**src/rtl/cnn_pkg.sv**
```systemverilog
// Shared types and constants for the CNN datapath blocks.
// The default widths match the 8-bit pixel, Q1.7 coefficient and 24-bit accumulator datapath.
package cnn_pkg;

    localparam int PIX_W         = 8;
    localparam int COEF_W        = 8;
    localparam int ACC_W         = 24;
    localparam int WIN_TAPS      = 9;
    localparam int CFG_ADDR_BIAS = 9;

    typedef logic        [PIX_W-1:0]  pix_t;
    typedef logic signed [COEF_W-1:0] coef_t;
    typedef logic signed [ACC_W-1:0]  acc_t;
    typedef pix_t                     window_t [0:WIN_TAPS-1];

endpackage

```
**src/rtl/conv3x3_mac_if.sv**
```systemverilog
// Window stream, config port and result bundle of conv3x3_mac.
// The master side drives windows and config writes; the slave side is the MAC.
interface conv3x3_mac_if #(
    parameter int DATA_WIDTH = cnn_pkg::PIX_W
);
    import cnn_pkg::*;

    logic                         i_valid;
    logic        [DATA_WIDTH-1:0] i_window [0:WIN_TAPS-1];
    logic                         cfg_we;
    logic        [3:0]            cfg_addr;
    logic        [15:0]           cfg_wdata;
    logic                         o_valid;
    logic signed [DATA_WIDTH-1:0] o_data;
    logic                         o_sat;
    logic                         o_last;

    modport master (
        output i_valid, i_window, cfg_we, cfg_addr, cfg_wdata,
        input  o_valid, o_data, o_sat, o_last
    );

    modport slave (
        input  i_valid, i_window, cfg_we, cfg_addr, cfg_wdata,
        output o_valid, o_data, o_sat, o_last
    );

endinterface

```
**src/rtl/conv_sat_round.sv**
```systemverilog
// Combinational round-half-up, arithmetic shift and saturation of the accumulator.
// With CONV_RELU_EN defined, negative results clamp to 0 without flagging saturation.
module conv_sat_round import cnn_pkg::*; #(
    parameter int ACC_WIDTH  = ACC_W,
    parameter int DATA_WIDTH = PIX_W,
    parameter int OUT_SHIFT  = 7
) (
    input  logic signed [ACC_WIDTH-1:0]  acc,
    output logic signed [DATA_WIDTH-1:0] data,
    output logic                         sat
);

    // One guard bit so adding the rounding constant can never wrap.
    localparam int EXT_W = ACC_WIDTH + 1;
    localparam logic signed [EXT_W-1:0] MAX_V = EXT_W'((1 << (DATA_WIDTH - 1)) - 1);
    localparam logic signed [EXT_W-1:0] MIN_V = ~MAX_V;

    logic signed [EXT_W-1:0] ext;
    logic signed [EXT_W-1:0] shifted;

    assign ext = {acc[ACC_WIDTH-1], acc};

    generate
        if (OUT_SHIFT > 0) begin : g_round
            localparam logic signed [EXT_W-1:0] HALF = EXT_W'(64'd1 << (OUT_SHIFT - 1));
            assign shifted = (ext + HALF) >>> OUT_SHIFT;
        end else begin : g_no_round
            assign shifted = ext;
        end
    endgenerate

    always_comb begin
        data = '0;
        sat  = 1'b0;
        if (shifted > MAX_V) begin
            data = MAX_V[DATA_WIDTH-1:0];
            sat  = 1'b1;
        end
`ifdef CONV_RELU_EN
        else if (shifted[EXT_W-1]) begin
            data = '0;
        end
`else
        else if (shifted < MIN_V) begin
            data = MIN_V[DATA_WIDTH-1:0];
            sat  = 1'b1;
        end
`endif
        else begin
            data = shifted[DATA_WIDTH-1:0];
        end
    end

endmodule

```
**src/rtl/conv3x3_mac.sv**
```systemverilog
// Four-stage 3x3 signed MAC with bias, rounding, saturation and a frame-end marker.
// Build option CONV_RELU_EN (in conv_sat_round) clamps negative results to zero.
module conv3x3_mac import cnn_pkg::*; #(
    parameter int DATA_WIDTH    = PIX_W,
    parameter int COEF_WIDTH    = COEF_W,
    parameter int ACC_WIDTH     = ACC_W,
    parameter int OUT_SHIFT     = 7,
    parameter int OUT_PER_FRAME = 676
) (
    input  logic          clk,
    input  logic          rst_n,
    conv3x3_mac_if.slave  bus
);

    localparam int PROD_W = DATA_WIDTH + COEF_WIDTH + 1;
    localparam int CNT_W  = $clog2(OUT_PER_FRAME);

    typedef logic signed [COEF_WIDTH-1:0] coef_w_t;
    typedef logic signed [PROD_W-1:0]     prod_t;
    typedef logic signed [ACC_WIDTH-1:0]  acc_w_t;

    coef_w_t            coef [WIN_TAPS];
    logic signed [15:0] bias;

    logic               s1_valid, s2_valid, s3_valid;
    prod_t              s1_prod [WIN_TAPS];
    logic signed [15:0] s1_bias, s2_bias;
    acc_w_t             s2_row [3];
    acc_w_t             s3_acc;
    logic [CNT_W-1:0]   frame_cnt;

    logic signed [DATA_WIDTH-1:0] sat_data;
    logic                         sat_flag;

    // Register bank; S1 samples the old values on a write edge because both are flops.
    always_ff @(posedge clk or negedge rst_n) begin
        if (!rst_n) begin
            for (int k = 0; k < WIN_TAPS; k++) coef[k] <= '0;
            bias <= '0;
        end else if (bus.cfg_we) begin
            for (int k = 0; k < WIN_TAPS; k++)
                if (bus.cfg_addr == 4'(k)) coef[k] <= bus.cfg_wdata[COEF_WIDTH-1:0];
            if (bus.cfg_addr == 4'(CFG_ADDR_BIAS)) bias <= bus.cfg_wdata;
        end
    end

    // S1..S3: products with bias snapshot, row sums, final accumulate.
    always_ff @(posedge clk or negedge rst_n) begin
        if (!rst_n) begin
            s1_valid <= 1'b0;
            s2_valid <= 1'b0;
            s3_valid <= 1'b0;
            for (int k = 0; k < WIN_TAPS; k++) s1_prod[k] <= '0;
            for (int r = 0; r < 3; r++) s2_row[r] <= '0;
            s1_bias  <= '0;
            s2_bias  <= '0;
            s3_acc   <= '0;
        end else begin
            s1_valid <= bus.i_valid;
            s2_valid <= s1_valid;
            s3_valid <= s2_valid;
            if (bus.i_valid) begin
                for (int k = 0; k < WIN_TAPS; k++)
                    s1_prod[k] <= prod_t'($signed({1'b0, bus.i_window[k]})) * prod_t'(coef[k]);
                s1_bias <= bias;
            end
            for (int r = 0; r < 3; r++)
                s2_row[r] <= acc_w_t'(s1_prod[3*r]) + acc_w_t'(s1_prod[3*r+1])
                           + acc_w_t'(s1_prod[3*r+2]);
            s2_bias <= s1_bias;
            s3_acc  <= s2_row[0] + s2_row[1] + s2_row[2] + acc_w_t'(s2_bias);
        end
    end

    conv_sat_round #(
        .ACC_WIDTH  (ACC_WIDTH),
        .DATA_WIDTH (DATA_WIDTH),
        .OUT_SHIFT  (OUT_SHIFT)
    ) u_sat_round (
        .acc  (s3_acc),
        .data (sat_data),
        .sat  (sat_flag)
    );

    // S4 output register and frame counter, which advances once per result.
    always_ff @(posedge clk or negedge rst_n) begin
        if (!rst_n) begin
            bus.o_valid <= 1'b0;
            bus.o_data  <= '0;
            bus.o_sat   <= 1'b0;
            bus.o_last  <= 1'b0;
            frame_cnt   <= '0;
        end else begin
            bus.o_valid <= s3_valid;
            bus.o_data  <= sat_data;
            bus.o_sat   <= s3_valid & sat_flag;
            bus.o_last  <= s3_valid && (frame_cnt == CNT_W'(OUT_PER_FRAME - 1));
            if (s3_valid)
                frame_cnt <= (frame_cnt == CNT_W'(OUT_PER_FRAME - 1)) ? '0 : frame_cnt + 1'b1;
        end
    end

endmodule
```
**src/flat_wrapper.sv**
```systemverilog
// flat-port wrapper written by rule: the top's interface ports become plain ports
module conv3x3_mac_flat import cnn_pkg::*;
#(
    parameter int DATA_WIDTH    = PIX_W,
    parameter int COEF_WIDTH    = COEF_W,
    parameter int ACC_WIDTH     = ACC_W,
    parameter int OUT_SHIFT     = 7,
    parameter int OUT_PER_FRAME = 676
)
  (clk, rst_n, bus_i_valid, bus_i_window, bus_cfg_we, bus_cfg_addr, bus_cfg_wdata, bus_o_valid, bus_o_data, bus_o_sat, bus_o_last);
  conv3x3_mac_if #(.DATA_WIDTH(DATA_WIDTH)) bus_i ();
  input  logic clk;
  input  logic rst_n;
  input wire logic [$bits(bus_i.i_valid)-1:0] bus_i_valid;
  input wire logic [$bits(bus_i.i_window)-1:0] bus_i_window;
  input wire logic [$bits(bus_i.cfg_we)-1:0] bus_cfg_we;
  input wire logic [$bits(bus_i.cfg_addr)-1:0] bus_cfg_addr;
  input wire logic [$bits(bus_i.cfg_wdata)-1:0] bus_cfg_wdata;
  output wire logic [$bits(bus_i.o_valid)-1:0] bus_o_valid;
  output wire logic [$bits(bus_i.o_data)-1:0] bus_o_data;
  output wire logic [$bits(bus_i.o_sat)-1:0] bus_o_sat;
  output wire logic [$bits(bus_i.o_last)-1:0] bus_o_last;
  assign bus_i.i_valid = bus_i_valid;
  assign bus_i.i_window = {>>{bus_i_window}};
  assign bus_i.cfg_we = bus_cfg_we;
  assign bus_i.cfg_addr = bus_cfg_addr;
  assign bus_i.cfg_wdata = bus_cfg_wdata;
  assign bus_o_valid = bus_i.o_valid;
  assign bus_o_data = bus_i.o_data;
  assign bus_o_sat = bus_i.o_sat;
  assign bus_o_last = bus_i.o_last;
  conv3x3_mac #(.DATA_WIDTH(DATA_WIDTH), .COEF_WIDTH(COEF_WIDTH), .ACC_WIDTH(ACC_WIDTH), .OUT_SHIFT(OUT_SHIFT), .OUT_PER_FRAME(OUT_PER_FRAME)) u_core (.clk(clk), .rst_n(rst_n), .bus(bus_i));
endmodule
```
**config.mk**
```make
export PLATFORM = sky130hd
export DESIGN_NAME = conv3x3_mac_flat
export DESIGN_NICKNAME = d
export VERILOG_FILES = /design/src/rtl/cnn_pkg.sv /design/src/rtl/conv3x3_mac_if.sv /design/src/rtl/conv_sat_round.sv /design/src/rtl/conv3x3_mac.sv /design/src/flat_wrapper.sv
export SDC_FILE = /design/constraint.sdc
export NUM_CORES = 2
export LEC_CHECK = 0
export CORE_ASPECT_RATIO = 1.2
export CORE_UTILIZATION = 60
export CTS_CLUSTER_DIAMETER = 80
export DETAILED_ROUTE_END_ITERATION = 10
export PLACE_DENSITY_LB_ADDON = 0.15
export REMOVE_ABC_BUFFERS = 1
export SYNTH_ARGS = -nofsm -noshare
export SYNTH_HDL_FRONTEND = slang
export SYNTH_SLANG_ARGS = --single-unit
```
**constraint.sdc**
```tcl
create_clock -name clk -period 9.3 [get_ports clk]
set_input_delay 1.395 -clock clk [delete_from_list [all_inputs] [get_ports clk]]
set_output_delay 1.395 -clock clk [all_outputs]
set_load 0.02 [all_outputs]
```
# --- Word level (Yosys, flattened, before mapping) ---
# Cells that the tools add are included.
op_classes:
  eq_ne: 10
  bitwise_logic: 1
  reduce_logical: 12
  multipliers: 9
  add_sub_neg: 11
  mux: 5
  n_lt_le_gt_ge: 2
  shift: 0
  div: 0
ops:
  columns: ["op", "count"]
  rows:
  - ["9-bit by 8-bit multiplier with 17-bit output", 9]
  - ["18-bit by 17-bit adder with 19-bit output", 3]
  - ["17-bit by 17-bit adder with 18-bit output", 3]
  - ["24-bit adder", 2]
  - ["24-bit by 8-bit adder with 25-bit output, second input constant", 1]
  - ["24-bit by 16-bit adder with 24-bit output", 1]
  - ["2-bit AND reduction", 10]
  - ["18-bit by 8-bit > comparator with 1-bit output, second input constant", 1]
  - ["18-bit by 8-bit less-than comparator with 1-bit output, second input constant", 1]
  - ["4-bit by 3-bit equality test with 1-bit output, second input constant", 4]
  - ["8-bit two-way mux", 2]
  - ["10-bit by 1-bit adder with 10-bit output, second input constant", 1]
  - ["10-bit equality test, second input constant", 1]
  - ["10-bit two-way mux", 1]
  - ["4-bit by 2-bit equality test with 1-bit output, second input constant", 2]
  - ["4-bit equality test, second input constant", 2]
  - ["4-bit by 1-bit equality test with 1-bit output, second input constant", 1]
  - ["4-bit zero test", 1]
  - ["1-bit two-way mux", 2]
  - ["1-bit bitwise AND", 1]
  - ["1-bit logical AND", 1]
word_totals:
  ramBits: 0
  latchBits: 0
  wordCells: 83
  memories: 0
  regBits: 393
  out_inout_bits: 11
  rom_bits: 0

# --- Logic depth before layout (Yosys ltp) ---
logic_depth:
  word_depth: 5
  depth_mapped: 18
  ltp_nobuf: 18

# --- Cells and area by module ---
# Synthesis repeated with hierarchy kept, for this count alone.
unflattened:
  hier_cells: 3723
  hier_area_um2: 38040.2
by_module_without_submodules:
  columns: ["mod", "n_inst", "cells_per_inst", "area_per_inst_um2"]
  rows:
  - ["conv3x3_mac", 1, 3646, 37517.2]
  - ["conv_sat_round", 1, 77, 523.0]

# --- Worst setup path before layout ---
# OpenSTA, ideal clock, no wires.
synth_timing:
  path_type: "in2reg"
  start: "in bus_i_window[18]"
  end: "reg u_core.s1_prod[49] (netlist name)"
  arrival_time_ns: 5.185
  setup_time_ns: 0.125
  path_stages: 14
  path_slack_ns: 3.990
  path_buffers: 0
  required_ns: 9.175
  cell_sequence: "and2_1 fa_1 fa_1 fa_1 inv_1 fa_1 inv_1 ha_1 o21a_1 o21a_1 and3_1 a211o_1 xor2_1 mux2_2"
synth_via:
  elab_chain_len: 1
synth_lines:
  columns: ["element", "line_no", "rtl"]
  rows:
  - ["start: declaration", "flat_wrapper.sv:15", "input wire logic [$bits(bus_i.i_window)-1:0] bus_i_window;"]
  - ["9-bit by 8-bit multiplier with 17-bit output", "conv3x3_mac.sv:64", "s1_prod[k] <= prod_t'($signed({1'b0, bus.i_window[k]})) * prod_t'(coef[k]);"]
  - ["end signal: indexed assignment", "conv3x3_mac.sv:64", null]
  - ["end: declaration", "conv3x3_mac.sv:26", "prod_t s1_prod [WIN_TAPS];"]
# No other way between the ends.
# A chain may end at the register's enable or synchronous reset.

# --- Worst setup path in the final report ---
layout_timing:
  start: "in bus_i_window[36]"
  end: "reg u_core.s1_prod[84] (netlist name)"
# Same word-level chain as after synthesis.

==> results.json <==
{
  "nets": 4826,
  "skew_ns": 0.0260,
  "status": "completed",
  "clk_pin_slew_worst_paths_ns": 0.06,
  "critPathBufInv": 4,
  "die_y_microns": 278,
  "grt_max_degree": 133,
  "syn_area_sq_um": 38000,
  "worstPathCellList": "clkdlybuf4s50_1 -> nand2_1 -> fa_1 -> fa_1 -> inv_1 -> fa_1 -> inv_1 -> fa_1 -> inv_1 -> ha_1 -> o21a_1 -> o31a_1 -> o31a_1 -> o31ai_1 -> xnor2_1 -> a21oi_1",
  "slowest_stage": "clkdlybuf4s50_1",
  "overflow": 0,
  "final_common_cell": "inv_1",
  "grt_setup_unrepaired": "no",
  "fillCellCount": 5054,
  "cp_max_fo": 8,
  "initial_utilization": 0.610,
  "io_pins": 107,
  "synth-edff-count": 0,
  "hold_viol": 0,
  "final_cell_mix": "604 x inv_1, 459 x ha_1, 425 x fa_1, 372 x dfrtp_1, 362 x and2_1",
  "maxSlewViolCount": 0,
  "period_minus_slack_ns": 5.47,
  "ys_types": 75,
  "finalSetupTns_ns": 0,
  "dieArea_sq_um": 64400,
  "max-clock-path-buffers": 3,
  "slowest_delay_ns": 0.64,
  "core_area_sq_um": 62300,
  "dpl-instance-area_sq_um": 40100,
  "critPathTopFamily": "adder cells",
  "path_class": "in -> reg",
  "seq_area_frac_synth": 0.245,
  "ant_nets": 0,
  "cts_resized": 0,
  "fin_crit_sh": 0.588,
  "tightest_slew_ns": 1.15,
  "finalSetupViolations": 0,
  "vias": 26307,
  "synthTopCellsByArea": "dfrtp_1 24%, fa_1 22%, ha_1 15%",
  "grt_pass1_wl_mm": 140,
  "fin_area_sq_um": 41700,
  "drv_cap": 0,
  "cp-start-kind": "input port",
  "cts.sink_count": 372,
  "netlist_instances": 3726,
  "arrival_ns": 5.90,
  "synth_top_area_share": 0.245,
  "slew_headroom": 0.231,
  "hold_class": "reg -> reg",
  "async_reset_ff_frac": 1.00,
  "port_buffers": 106,
  "die_w_microns": 232,
  "fmax_ghz": 0.183,
  "critPathRequiredTime_ns": 9.73,
  "row_count": 100,
  "ys_ff_latch": 372,
  "yosysTopAreaCell": "dfrtp_1",
  "dr.pass1.iters": 5,
  "dr.first_iter.drc_count": 1571,
  "yosysWarnings": 0,
  "drive_gt1_frac": 0.0781,
  "drcViolationCount": 0,
  "area_growth_pct": 9.57,
  "cts_root_buf": "clkbuf_16",
  "cpMostUsedCell": "fa_1",
  "wl_per_cell_microns": 18.0,
  "clk_latency_ns": 0.59,
  "routabilityCongestion": 0.886,
  "grt_pass1_vias": 27148,
  "viasPerCell": 5.60,
  "antenna_found_initial": 6,
  "htree_levels": 2,
  "post-cts-setup-buffer-count": 0,
  "cts_tree": "yes",
  "synth_ff_type": "dfrtp_1",
  "whs_ns": 0.346,
  "hpwl_mm": 65.4,
  "grt_usage": 0.276,
  "worstSetupEndpointType": "register",
  "cts_buffers": 44,
  "cts_hold_buf": 0,
  "postSynthAreaPerCell_sq_um": 10.2,
  "wirelength_mm": 84.4
}
[worst paths after layout]
| path | cells past startpoint | end | slack, ns | from |
|---|---|---|---|---|
| max in group asynchronous | 2 | u_core.s3_acc[14]$_DFF_PN0_ | 6.99 | rst_n |
| worst max-delay path | 16 | u_core.s1_prod[84]$_DFFE_PN0P_ | 3.83 | bus_i_window[36] |
| min in group asynchronous | 1 | u_core.coef[58]$_DFFE_PN0P_ | 0.86 | rst_n |
| worst max register to register | 15 | u_core.s1_prod[49]$_DFFE_PN0P_ | 4.57 | u_core.coef[23]$_DFFE_PN0P_ |
| worst min register to register | 0 | u_core.s3_valid$_DFF_PN0_ | 0.35 | u_core.s2_valid$_DFF_PN0_ |
| worst min-delay path | 0 | u_core.s3_valid$_DFF_PN0_ | 0.35 | u_core.s2_valid$_DFF_PN0_ |
[cells by family (layout without fill, tap and decap cells)]
logic type | Yosys count | in the layout | share of synthesized area
multiplexers | 195 | 195 | 0.0576
AO/OA/AOI/OAI | 511 | 511 | 0.0911
adder cells (fa/ha/maj) | 884 | 884 | 0.375
AND/OR/NAND/NOR | 982 | 982 | 0.138
other | 0 | 1 | 0
buffers and inverters | 653 | 809 | 0.0647
flip-flops | 372 | 372 | 0.245
XOR/XNOR | 129 | 129 | 0.0297
[flip-flops by register name, summed over array words and instances (netlist names)]
register / cells
u_core.coef: 72
u_core.frame_cnt: 10
u_core.s1_bias: 16
u_core.s2_row: 57
u_core.s2_bias: 16
u_core.s1_prod: 153
u_core.bus.o_last: 1
u_core.bus.o_data: 8
u_core.s1_valid: 1
u_core.bus.o_sat: 1
u_core.bus.o_valid: 1
u_core.s2_valid: 1
u_core.s3_valid: 1
u_core.bias: 16
u_core.s3_acc: 18
[layer usage]
metal / track usage / vias up / routed length, microns
li1: - / 12506 / -
met1: 0.369 / 13187 / 36900
met2: 0.467 / 482 / 41600
met3: 0.0304 / 132 / 3060
met4: 0.0916 / 0 / 2740
met5: 0 / - / 0
[through the flow]
step                cells  setup WS [ns]  utilization
finish               4699           3.83        0.669
CTS                  4698           3.84        0.669
floorplan            3678           3.99            -
global route         4698           3.62        0.669
global placement     4616           3.25        0.643
detailed placement   4616           3.25        0.643
[synth_stat cells (all sizes together), types with 40 or more instances]
master  instances
ha            459
mux2          190
a21o           50
o21ai         101
nor2          138
and2          362
inv           605
nand2b         40
nor3           47
a21oi          99
nand2         224
fa            425
xnor2          98
dfrtp         372
o21a           86
nand3          55
[layout make-up]
type	instances	area [sq um]	share of cell area
Inverter	605	2270	0.0545
Antenna cell	1	2.50	0.0000600
Tap cell	816	1020	0.0245
Sequential cell	372	9310	0.223
Clock buffer	59	1280	0.0307
Timing Repair Buffer	122	1200	0.0288
Clock inverter	23	324	0.00778
Multi-Input combinational cell	2701	26300	0.630
Power is left out: the tool's default activity adds up to more than one toggle a clock period on the data nets, which glitch-free logic cannot reach.
